**config.mk**
```make
export PLATFORM = sky130hd
export DESIGN_NAME = qam_uart_framer
export DESIGN_NICKNAME = d
export VERILOG_FILES = /design/src/rtl/qam_uart_pkg.sv /design/src/rtl/uart_tx_byte.sv /design/src/rtl/qam_uart_framer.sv
export SDC_FILE = /design/constraint.sdc
export NUM_CORES = 1
export LEC_CHECK = 0
export CAP_MARGIN = 20
export CORE_MARGIN = 10
export CORE_UTILIZATION = 55
export DETAILED_ROUTE_END_ITERATION = 10
export PLACE_DENSITY = 0.76
export SLEW_MARGIN = 20
export SYNTH_ARGS = -nofsm -noshare
export SYNTH_HDL_FRONTEND = slang
export SYNTH_SLANG_ARGS = --single-unit
```
**constraint.sdc**
```tcl
create_clock -name clk -period 3.9 [get_ports clk]
set_input_delay 0.39 -clock clk [delete_from_list [all_inputs] [get_ports clk]]
set_output_delay 0.39 -clock clk [all_outputs]
set_load 0.05 [all_outputs]
```
**src/rtl/qam_uart_pkg.sv**
```systemverilog
// rtl/qam_uart_pkg.sv - shared constants, FSM state type and sample sign-extension helper
//
// Purpose : common definitions for the I/Q UART framer and its byte shifter.
// Contents: SYNC_BYTE       - first byte of every frame
//           BYTES_PER_FRAME - sync + I hi/lo + Q hi/lo
//           tx_state_e      - serial FSM states (IDLE, START, DATA, STOP)
//           sext16()        - sign-extends the low w bits of a value to 16 bits
package qam_uart_pkg;

   localparam logic [7:0] SYNC_BYTE       = 8'hA5;
   localparam int         BYTES_PER_FRAME = 5;

   typedef enum logic [1:0] {
      IDLE,
      START,
      DATA,
      STOP
   } tx_state_e;

   // Bits at or above position w are replaced by copies of bit w-1.
   function automatic logic [15:0] sext16(input logic [15:0] v, input int w);
      logic [15:0] r;
      logic [3:0]  msb;
      msb = 4'(w - 1);
      for (int b = 0; b < 16; b++) begin
         r[b] = (b < w) ? v[b] : v[msb];
      end
      return r;
   endfunction

endpackage

```
**src/rtl/uart_tx_byte.sv**
```systemverilog
// rtl/uart_tx_byte.sv - 8N1 serialiser for one byte, chainable without inter-byte gaps
//
// Purpose : shifts one byte out as start bit, 8 data bits LSB first, stop bit,
//           each bit lasting CLKS_PER_BIT cycles.
// Ports   : clk     - system clock
//           reset   - synchronous active-high reset
//           start   - load byte_in; honoured in IDLE and in the last cycle of STOP
//           byte_in - byte to send
//           tx      - registered serial line, idles high
//           done    - high in the last cycle of the stop bit
//           state   - current FSM state
module uart_tx_byte
   import qam_uart_pkg::*;
#(
   parameter int CLKS_PER_BIT = 2604
) (
   input  logic       clk,
   input  logic       reset,
   input  logic       start,
   input  logic [7:0] byte_in,
   output logic       tx,
   output logic       done,
   output tx_state_e  state
);

   localparam int             DW       = (CLKS_PER_BIT > 1) ? $clog2(CLKS_PER_BIT) : 1;
   localparam logic [DW-1:0]  DIV_LAST = DW'(CLKS_PER_BIT - 1);

   tx_state_e     state_q;
   logic [DW-1:0] div_q;
   logic [2:0]    bit_q;
   logic [7:0]    shift_q;
   logic          tx_q;
   logic          bit_end;

   assign bit_end = (div_q == DIV_LAST);
   assign done    = (state_q == STOP) && bit_end;
   assign tx      = tx_q;
   assign state   = state_q;

   always_ff @(posedge clk) begin
      if (reset) begin
         state_q <= IDLE;
         div_q   <= '0;
         bit_q   <= '0;
         shift_q <= '0;
         tx_q    <= 1'b1;
      end else begin
         // The line follows the state one cycle later, so it is a pure flop.
         case (state_q)
            IDLE:  tx_q <= 1'b1;
            START: tx_q <= 1'b0;
            DATA:  tx_q <= shift_q[0];
            STOP:  tx_q <= 1'b1;
         endcase

         div_q <= bit_end ? '0 : div_q + 1'b1;

         case (state_q)
            IDLE: begin
               div_q <= '0;
               bit_q <= '0;
               if (start) begin
                  state_q <= START;
                  shift_q <= byte_in;
               end
            end
            START: begin
               if (bit_end) state_q <= DATA;
            end
            DATA: begin
               if (bit_end) begin
                  shift_q <= shift_q >> 1;
                  bit_q   <= bit_q + 1'b1;
                  if (bit_q == 3'd7) state_q <= STOP;
               end
            end
            STOP: begin
               // Chaining here keeps the next start bit flush with this stop bit.
               if (bit_end) begin
                  if (start) begin
                     state_q <= START;
                     shift_q <= byte_in;
                  end else begin
                     state_q <= IDLE;
                  end
               end
            end
         endcase
      end
   end

endmodule

```
**src/rtl/qam_uart_framer.sv**
```systemverilog
// rtl/qam_uart_framer.sv - buffers filtered I/Q pairs and sends each as a 5-byte UART frame
//
// Purpose : FIFO for I/Q pairs, frame byte sequencing and overflow flag.
// Ports   : clk            - system clock
//           reset          - synchronous active-high reset
//           i_data, q_data - signed samples, DATA_W bits
//           sample_valid   - one-cycle strobe qualifying i_data/q_data
//           ovf_clr        - clears the sticky overflow flag
//           tx_output_uart - UART 8N1 serial output, idles high
//           busy           - high while a frame is on the line
//           overflow       - sticky, set when a pair is dropped
//           fifo_level     - current FIFO occupancy
module qam_uart_framer
   import qam_uart_pkg::*;
#(
   parameter int DATA_W       = 16,
   parameter int FIFO_DEPTH   = 8,
   parameter int CLKS_PER_BIT = 2604
) (
   input  logic                        clk,
   input  logic                        reset,
   input  logic [DATA_W-1:0]           i_data,
   input  logic [DATA_W-1:0]           q_data,
   input  logic                        sample_valid,
   input  logic                        ovf_clr,
   output logic                        tx_output_uart,
   output logic                        busy,
   output logic                        overflow,
   output logic [$clog2(FIFO_DEPTH):0] fifo_level
);

   localparam int             AW       = $clog2(FIFO_DEPTH);
   localparam int             LW       = AW + 1;
   localparam logic [LW-1:0]  DEPTH_L  = LW'(FIFO_DEPTH);
   localparam logic [2:0]     LAST_IDX = 3'(BYTES_PER_FRAME - 1);

   logic [31:0]   mem_q [FIFO_DEPTH];
   logic [AW-1:0] wr_ptr_q, wr_ptr_d;
   logic [AW-1:0] rd_ptr_q, rd_ptr_d;
   logic [LW-1:0] level_q, level_d;
   logic          ovf_q, ovf_d;
   logic [31:0]   frame_q, frame_d;
   logic [2:0]    byte_idx_q, byte_idx_d;

   logic          push, pop, drop;
   logic [31:0]   pair_in;
   tx_state_e     tx_state;
   logic          byte_done;
   logic          byte_start;
   logic [7:0]    byte_data;

   assign pair_in = {sext16(16'(i_data), DATA_W), sext16(16'(q_data), DATA_W)};

   always_comb begin
      pop  = (tx_state == IDLE) && (level_q != '0);
      // A full FIFO still accepts when the head leaves in the same cycle.
      push = sample_valid && ((level_q != DEPTH_L) || pop);
      drop = sample_valid && !push;

      wr_ptr_d = push ? wr_ptr_q + 1'b1 : wr_ptr_q;
      rd_ptr_d = pop  ? rd_ptr_q + 1'b1 : rd_ptr_q;

      level_d = level_q;
      if (push && !pop) begin
         level_d = level_q + 1'b1;
      end else if (pop && !push) begin
         level_d = level_q - 1'b1;
      end

      ovf_d = drop ? 1'b1 : (ovf_clr ? 1'b0 : ovf_q);

      frame_d = pop ? mem_q[rd_ptr_q] : frame_q;

      // byte_idx_q names the byte currently on the line; on its done the
      // next byte of the frame is chained in.
      byte_start = pop || (byte_done && (byte_idx_q != LAST_IDX));
      byte_idx_d = byte_idx_q;
      if (pop) begin
         byte_idx_d = 3'd0;
      end else if (byte_done) begin
         byte_idx_d = (byte_idx_q == LAST_IDX) ? 3'd0 : byte_idx_q + 1'b1;
      end

      // The sync byte is sent before frame_q has been loaded, so it is a constant.
      byte_data = SYNC_BYTE;
      if (!pop) begin
         case (byte_idx_q)
            3'd0:    byte_data = frame_q[31:24];
            3'd1:    byte_data = frame_q[23:16];
            3'd2:    byte_data = frame_q[15:8];
            default: byte_data = frame_q[7:0];
         endcase
      end
   end

   always_ff @(posedge clk) begin
      if (push) mem_q[wr_ptr_q] <= pair_in;
   end

   always_ff @(posedge clk) begin
      if (reset) begin
         wr_ptr_q   <= '0;
         rd_ptr_q   <= '0;
         level_q    <= '0;
         ovf_q      <= 1'b0;
         frame_q    <= '0;
         byte_idx_q <= '0;
      end else begin
         wr_ptr_q   <= wr_ptr_d;
         rd_ptr_q   <= rd_ptr_d;
         level_q    <= level_d;
         ovf_q      <= ovf_d;
         frame_q    <= frame_d;
         byte_idx_q <= byte_idx_d;
      end
   end

   uart_tx_byte #(
      .CLKS_PER_BIT (CLKS_PER_BIT)
   ) u_tx (
      .clk     (clk),
      .reset   (reset),
      .start   (byte_start),
      .byte_in (byte_data),
      .tx      (tx_output_uart),
      .done    (byte_done),
      .state   (tx_state)
   );

   assign busy       = (tx_state != IDLE);
   assign overflow   = ovf_q;
   assign fifo_level = level_q;

endmodule

```
* Word level (Yosys, flattened, before mapping)
Memories as Yosys holds them, arrays and structs flattened. A register that Yosys moved wholly into a read port is not among the register bits.
Cells that the tools add are included.
** Word-level totals
- Register bits :: 40
- Memories kept :: 1
- Bits of input ports :: 36
- Word-level logic and storage cells :: 81
- Memory bits (writable) :: 256
- Output and inout port bits :: 7
** Cells by class
- Add/sub/neg operators :: 7
- Muxes and demuxes :: 23
- Reduce and logical (&&, ||, !) cells :: 25
- Eq/ne operators :: 15
** Memory list
- mem_q :: depth 8, bits a word 32, read ports 1, clocked after Yosys merged registers in 1, write ports 1, RTL line qam_uart_framer.sv:37 : logic [31:0] mem_q [FIFO_DEPTH];
** Operators by type and width (count)
- $pmux 8 s3 :: 2
- $mux 8 :: 4
- $add 12x1->12 const B :: 1
- $add 3x1->3 const B :: 4
- $eq 12x12->1 const B :: 1
- $mux 2 :: 5
- $mux 4 :: 2
- $ne 2x1->1 const B :: 4
- $pmux 2 s4 :: 1
- $reduce_bool 2->1 :: 4
- $logic_and 1x1->1 :: 7
- $eq 3x3->1 const B :: 2
- $mux 3 :: 2
- $pmux 3 s2 :: 1
- $mux 1 :: 5
- $reduce_and 5->1 :: 1
- $add 4x1->4 const B :: 1
- $eq 2x2->1 const B :: 2
- $ne 4x4->1 const B :: 1
- $reduce_bool 4->1 :: 1
- $reduce_or 2->1 :: 2
- $sub 4x1->4 const B :: 1
- $eq 3x1->1 const B :: 1
- $eq 3x2->1 const B :: 1
- 12 further kinds :: 14

* Depth between registers and ports, before layout
Gate-level depths: netlist of the first run.
- Word-level depth :: 8
- Gate-level depth with buffers :: 13
- Gate-level depth less buffers :: 12

* Hierarchy
A second synthesis of the first run with hierarchy kept.
** Unflattened totals
- Cells, all modules :: 751
- Area, all modules :: 12809.8 sq um
** By module, submodules not included
- qam_uart_framer :: times used 1, seq. area each 8608.3 sq um, area each 11513.5 sq um, cells each 615
- uart_tx_byte :: times used 1, seq. area each 520.5 sq um, area each 1296.2 sq um, cells each 136

* Worst setup path before layout of the first run
OpenSTA, ideal clock, no wires.
- Kind :: flip-flop to flip-flop
- From :: register level_q[0] (netlist: fifo_level[0])
- To :: memory mem_q[1][0] (enable)
- Arrival time :: 3.699 ns
- Period minus slack after synthesis :: 4.161 ns
- Cell stages (with the launch flop) :: 5
- Setup slack :: -0.261 ns
- Library setup time :: 0.461 ns
- Path buffers :: 0
- Required time :: 3.439 ns
- Path through :: dfxtp_1 nor4_1 a21boi_1 nand2_1 nor3_1
** On the way
- Longest elaborated chain between the ends :: 6
- Elaborated cells on any way between the ends :: 7
- Those cells by class :: 1 x eq/ne; 2 x mux; 4 x reduce/logical
** Ends and longest elaborated chain
- from (decl) :: RTL line qam_uart_framer.sv:40 : logic [LW-1:0] level_q, level_d;
- from (signal assigned) :: RTL line qam_uart_framer.sv:111 : level_q <= level_d;
- $reduce_bool 4->1 :: RTL line qam_uart_framer.sv:55 : pop = (tx_state == IDLE) && (level_q != '0);
- $logic_and 1x1->1 :: RTL line qam_uart_framer.sv:55
- $logic_or 1x1->1 (*) :: RTL line qam_uart_framer.sv:57 : push = sample_valid && ((level_q != DEPTH_L) || pop);
- $logic_and 1x1->1 (*) :: RTL line qam_uart_framer.sv:57
- via push :: RTL line qam_uart_framer.sv:45 : logic push, pop, drop;
- $mux 1 (*) :: RTL line qam_uart_framer.sv:97 : if (push) mem_q[wr_ptr_q] <= pair_in;
- $mux 1 (not written as such) (*) :: RTL line qam_uart_framer.sv:97
- to (decl) :: RTL line qam_uart_framer.sv:37
The timed path passes the listed nets; every way through them passes the cells marked *.

* Worst setup path after layout of the first run
- From :: register u_tx.state_q[0] (netlist: u_tx.state[0])
- To :: register level_q[3] (netlist: fifo_level[3])
** On the way
- Longest elaborated chain between the ends :: 7
- Elaborated cells on any way between the ends :: 10
- Those cells by class :: 1 x mux; 9 x reduce/logical
** Ends and longest elaborated chain
- from (decl) :: RTL line uart_tx_byte.sv:29 : tx_state_e state_q;
- from (signal assigned) :: RTL line uart_tx_byte.sv:43 : state_q <= IDLE;
- from (signal assigned) :: RTL line uart_tx_byte.sv:64 : state_q <= START;
- from (signal assigned) :: RTL line uart_tx_byte.sv:69 : if (bit_end) state_q <= DATA;
- $logic_not 2->1 (*) :: RTL line qam_uart_framer.sv:55
- $logic_and 1x1->1 (*) :: RTL line qam_uart_framer.sv:55
- $logic_or 1x1->1 (*) :: RTL line qam_uart_framer.sv:57
- $logic_and 1x1->1 (*) :: RTL line qam_uart_framer.sv:57
- via push :: RTL line qam_uart_framer.sv:45
- $logic_not 1->1 :: RTL line qam_uart_framer.sv:66 : end else if (pop && !push) begin
- $logic_and 1x1->1 :: RTL line qam_uart_framer.sv:66
- $reduce_bool 2->1 (no line)
Marks and branches as above.
A chain may end at the register's enable or synchronous reset.

==> out/metrics.cfg, run 1 <==
[worst_setup_path]
r2r-end = fifo_level[3]
crit_required_ns = 4.32
crit_start = u_tx.state[0]
critPathBufInv = 2
arrival_ns = 3.49
path_delay_family = adder cells
crit_type = reg2reg
cp.depth = 12
worst_r2r_path_depth = 12
regToRegSetupSlack_ns = 0.84
cp_common_cell = ha_1
crit_slowest_cell = dfxtp_1
slowest_delay_ns = 0.38
critPathCaptureType = register
timing.rr.start = u_tx.state[0]
worstPathCellList = inv_1 -> ha_1 -> nor4_1 -> a21boi_1 -> ha_1 -> inv_1 -> ha_1 -> a21o_1 -> a21oi_1 -> xnor2_1 -> or3_1 -> a21oi_1
crit_fanout = 8
start_kind = register

[clocking]
cts_buffers = 34
htreeDepth = 2
clk_latency_ns = 0.52
clock-sinks = 328
cts_tree = built
clk_path_buf_depth = 3
hold_buffers = 0
clk_pin_slew_worst_paths_ns = 0.05
root_buffer = clkbuf_16
cts.repair.resized = 0
post_cts_buffers = 0

[floorplan]
ioPinCount = 43
die_w_um = 173
die-height_um = 173
core_sq_um = 22800
num_rows = 55
floorplan.initialDensity = 0.563
die_area_sq_um = 29800

[logic_synthesis]
ys_warn_count = 0
syn-cell-area_sq_um = 12800
yosys-top-cells-area = edfxtp_1 60%, dfxtp_1 11%, mux4_2 11%
async_flop_share = 0
synth_nets = 787
synth-seq-area-share = 0.712
synth-seq-cells = 328
yosys.area.top_type = edfxtp_1
synth_edf_count = 256
yosysUniqueCellTypes = 52
avgSynthCellArea_sq_um = 17.5
ys.flop_type = edfxtp_1
synth.top_cell.area_share = 0.599
synthCells = 734

[global_route]
grt_pass1_vias = 7117
grt_max_degree = 73
antenna_found_initial = 0
grt_usage = 0.167
grt.overflow.total = 0
grt_pass1_wl_um = 39800

[routing]
drc = 0
wl_per_cell_um = 22.3
final_antenna_net_count = 0
drt_iter0_drc = 745
wl_um = 25000
vias = 6715
dr.pass1.iters = 5
vias_per_cell = 5.99

[hold_path]
min_from = reset
worstHoldPathCells = 2
hold_end = u_tx.bit_q[2]
hold_path_class = in2reg

[power_and_ir_drop]
pwr-share-seq = 0.441
clockPowerShare = 0.311
power_density_nw_per_um2 = 672
power.leakage_nw = 4.69
pwr-share-comb = 0.248
ir_drop_v = 0.000528
p_int_mw = 6.99
p_sw_frac = 0.292
power.switching_mw = 2.89
total_power_mw = 9.88

[placement]
post-place-ws_ns = 0.860
placedCellCount = 1062
place_hpwl_um = 14700
place.gp.congestion = 0.822
numPortBuffers = 42
place_area_sq_um = 13600

[finish]
antenna_cells = 0
fillCellCount = 1502
fin_util = 0.645
final_cell_area_sq_um = 14700
area_delta_synth_final_pct = 14.5
nets = 838
instances_no_fill = 1121
drive_above_1_share = 0.176

[sta]
fin_crit_sh = 0.786
rsz0062_at_grt = false
worst_slack_ns = 0.835
whs_ns = 0.365
setup_viol = 0
finalHoldViolCount = 0
tightest_slew_ns = 0.877
setup_tns_ns = 0
fin_worst_skew_ns = 0.0164
slew_headroom = 0.411
max_clock_freq_ghz = 0.326
min_period_ns = 3.06
slew_viol_final = 0

[status]
outcome = finished clean

[run]
drv_cap = 0

-- layer usage --
layer  share of wire  GRT usage  up-vias
li1                -          -     3034
met5               0          0        -
met2            0.51      0.279      200
met4           0.024     0.0553        0
met1            0.42      0.212     3432
met3           0.050     0.0370       49
-- worst max-delay path by stage --
| stage | to | slack [ns] |
|---|---|---|
| CTS | fifo_level[3] | 0.86 |
| floorplan | mem_q[7][0] | 0.59 |
| detailed placement | fifo_level[3] | 0.86 |
| global route | fifo_level[3] | 0.55 |
| global placement | fifo_level[3] | 1.01 |
| finish | fifo_level[3] | 0.84 |
-- synthesized netlist by cell type (2+ instances only) --
master and instances:
nand4b_1 2, nor2_1 70, or3_1 2, edfxtp_1 256, a21o_1 2, and3_1 6, xor2_1 11, o211ai_1 3
o21ai_0 15, a222oi_1 8, a32oi_1 4, ha_1 16, buf_2 10, a211oi_1 35, nand3_1 11, a22oi_1 4
xnor2_1 6, nor4_1 2, inv_1 9, nand2b_1 10, a211oi_2 2, nand2_1 9, o31ai_1 3, clkbuf_1 22
a21oi_1 11, nor3_1 5, mux2i_1 35, mux4_2 64, buf_1 7, dfxtp_1 72
-- final cells by class --
| cell class | count | area (sq um) | share of cell area |
|---|---|---|---|
| repair buffers | 57 | 528 | 0.0359 |
| multi-input cells | 355 | 3550 | 0.242 |
| flip-flops and latches | 328 | 9140 | 0.622 |
| clock inverters | 16 | 166 | 0.0113 |
| well taps | 313 | 392 | 0.0267 |
| inverters | 9 | 33.8 | 0.00230 |
| clock buffers | 43 | 885 | 0.0602 |
-- sequential cells by signal, summed over array words and instances, names as in the netlist, 3 cells and up --
register / flops
byte_idx_q: 3
u_tx.div_q: 12
frame_q: 32
u_tx.bit_q: 3
mem_q: 256
rd_ptr_q: 3
fifo_level: 4
wr_ptr_q: 3
u_tx.shift_q: 8
-- placed cells by master (no fill, tap or decap), types with 3 or more instances in the layout --
cell             instances
nor2_4                   7
nand2b_1                10
xnor2_1                  6
dfxtp_1                 69
o211ai_1                 3
nand2_1                  9
clkinv_1                 8
a22oi_1                  4
buf_4                   15
nand3_1                 11
ha_1                    16
nor2_1                  64
a222oi_1                 8
mux2i_1                 35
bufinv_16                3
xor2_1                  11
a21oi_1                 11
clkbuf_1                 9
clkbuf_16               34
o21ai_0                 15
nor3_1                   3
o31ai_1                  3
a211oi_1                35
edfxtp_1               256
clkdlybuf4s50_1         41
mux4_2                  64
and3_1                   6
a32oi_1                  4
inv_1                    9
-- power by group through the flow --
stage / Combinational [mW] / Sequential, mW / Clock, mW
after detailed placement: 2.45 / 4.42 / 0
after floorplan: 1.94 / 4.33 / 0
after CTS: 2.47 / 4.35 / 3.12
final: 2.45 / 4.35 / 3.07
after global placement: 2.33 / 4.40 / 0
after global routing: 2.69 / 4.39 / 3.27
-- logic make-up (layout without fill, tap and decap cells) --
group,Yosys count,count (layout),share of synthesized area
fa+ha+maj,17,17,0.0172
simple gates,127,127,0.0485
flops,328,328,0.712
mux,99,99,0.140
xor+xnor,17,17,0.0116
buf+inv,51,125,0.0169
compound gates,95,95,0.0547
-- worst reg2reg max path, delay by kind of cell, from the launching register on --
kind | cells | cell delay, ns
buffers and inverters | 2 | 0.23
AND/OR/NAND/NOR | 2 | 0.64
adder cells (fa/ha/maj) | 3 | 0.84
XOR/XNOR | 1 | 0.10
AO/OA/AOI/OAI | 4 | 0.81
flip-flops | 1 | 0.38
(Power assumes the default switching activity.)
==> inputs of run 2 (changes only) <==
--- a/config.mk
+++ b/config.mk
@@ -9,7 +9,7 @@
 export CORE_MARGIN = 10
 export CORE_UTILIZATION = 55
 export DETAILED_ROUTE_END_ITERATION = 10
-export PLACE_DENSITY = 0.76
+export PLACE_DENSITY = 0.73
 export SLEW_MARGIN = 20
 export SYNTH_ARGS = -nofsm -noshare
 export SYNTH_HDL_FRONTEND = slang
==> constraint.sdc (replaced) <==
create_clock -name clk -period 3.18 [get_ports clk]
set_input_delay 0.318 -clock clk [delete_from_list [all_inputs] [get_ports clk]]
set_output_delay 0.318 -clock clk [all_outputs]
set_load 0.05 [all_outputs]
==> run 2 against run 1 <==
Compared with the run above:
- utilization rose by 0.80 points
- via count fell by 1.7%
- total power grew 24%
- critical path type unchanged
- non-clock buffer count increased by 2
- highest routed layer unchanged
- first-iteration DRC count shrank 20%
==> out/metrics.cfg, run 2 (synthesized netlist as in run 1, its figures left out) <==
[status]
outcome = finished clean

[sta]
finalHoldViolCount = 0
slew_viol_final = 0
min_period_ns = 2.87
slew_headroom = 0.336
setup_viol = 0
rsz0062_at_grt = false
worst_slack_ns = 0.310
max_clock_freq_ghz = 0.348
whs_ns = 0.377
setup_tns_ns = 0
tightest_slew_ns = 0.988
fin_crit_sh = 0.903
fin_worst_skew_ns = 0.0142

[routing]
wl_per_cell_um = 21.4
vias_per_cell = 5.86
drt_iter0_drc = 596
drc = 0
final_antenna_net_count = 0
wl_um = 24100
vias = 6603
dr.pass1.iters = 6

[worst_setup_path]
arrival_ns = 3.30
crit_fanout = 4
start_kind = register
timing.rr.start = u_tx.state[0]
crit_start = u_tx.state[0]
crit_type = reg2reg
worst_r2r_path_depth = 12
critPathCaptureType = register
crit_required_ns = 3.61

[clocking]
clk_latency_ns = 0.52
clk_pin_slew_worst_paths_ns = 0.06
clock-sinks = 328
cts_buffers = 34
htreeDepth = 2
hold_buffers = 0
post_cts_buffers = 0
root_buffer = clkbuf_16
cts.repair.resized = 0
clk_path_buf_depth = 3
cts_tree = built

[power_and_ir_drop]
total_power_mw = 12.3
power.leakage_nw = 4.76
ir_drop_v = 0.000533
power_density_nw_per_um2 = 824

[finish]
final_cell_mix = 256 x edfxtp_1, 69 x dfxtp_1, 64 x mux4_2, 64 x nor2_1, 41 x clkdlybuf4s50_1
fin_util = 0.653
largest_register_ffs = 256
fillCellCount = 1538
multi_input_area_sq_um = 3550
final_common_cell = edfxtp_1
area_delta_synth_final_pct = 15.9
instances_no_fill = 1126
regMostFlops = mem_q
final_cell_area_sq_um = 14900
reg.largest.list = mem_q (256), frame_q (32), u_tx.div_q (12)
antenna_cells = 0
nets = 840
drive_above_1_share = 0.183
seq_area_sq_um = 9140

[global_route]
grt_pass1_wl_um = 39100
antenna_found_initial = 0
grt_pass1_vias = 6978
grt_usage = 0.163
grt.overflow.total = 0
grt_max_degree = 72

[floorplan]
die_w_um = 173
ioPinCount = 43
die_area_sq_um = 29800
num_rows = 55
die-height_um = 173
floorplan.initialDensity = 0.563
core_sq_um = 22800

[run]
drv_cap = 0

[placement]
placedCellCount = 1064
place_hpwl_um = 14100
numPortBuffers = 42
post-place-ws_ns = 0.370
place_area_sq_um = 13800
place.gp.congestion = 0.799

[hold_path]
hold_path_class = in2reg
worstHoldPathCells = 3
min_from = reset

[run 2: cell count changes in the layout (fill, tap and decap cells not counted), sizes merged]
cell,before,now
clkbuf,43,47
buf,16,18
clkinv,10,9
[run 2: metal layers]
metal	GRT usage	share of wire	up-vias
met5	0	0	-
met4	0.0568	0.021	0
met3	0.0283	0.042	36
met2	0.271	0.51	152
met1	0.212	0.43	3376
li1	-	-	3039
[run 2: cell type report]
type | count | area share
inverter | 9 | 0.00227
clock buffer | 47 | 0.0633
tap | 313 | 0.0263
timing repair buffer | 59 | 0.0441
clock inverter | 15 | 0.0111
multi-input combinational | 355 | 0.239
sequential | 328 | 0.614
[run 2: final timing paths]
kind	to	slack, ns
hold reg to reg	u_tx.shift_q[5]	0.48
hold / removal	u_tx.div_q[0]	0.38
setup / recovery	fifo_level[3]	0.31
setup reg to reg	fifo_level[3]	0.31
[run 2: where the power goes]
group	total, mW	internal [mW]	switching [mW]	leakage [nW]
combinational	3.11	1.39	1.72	1.30
sequential	5.27	5.01	0.256	2.92
clock	3.88	2.33	1.55	0.538
total	12.3	8.73	3.53	4.76
[run 2: critical path, cell delays in order, from the launching register on]
cell and delay (ns):
dfxtp_1 0.37, inv_1 0.11, ha_1 0.24, nor4_1 0.34, a21boi_1 0.17, ha_1 0.26, inv_1 0.14, ha_1 0.25
a21o_1 0.18, a21oi_1 0.17, xnor2_1 0.10, or3_1 0.31, a21oi_1 0.16
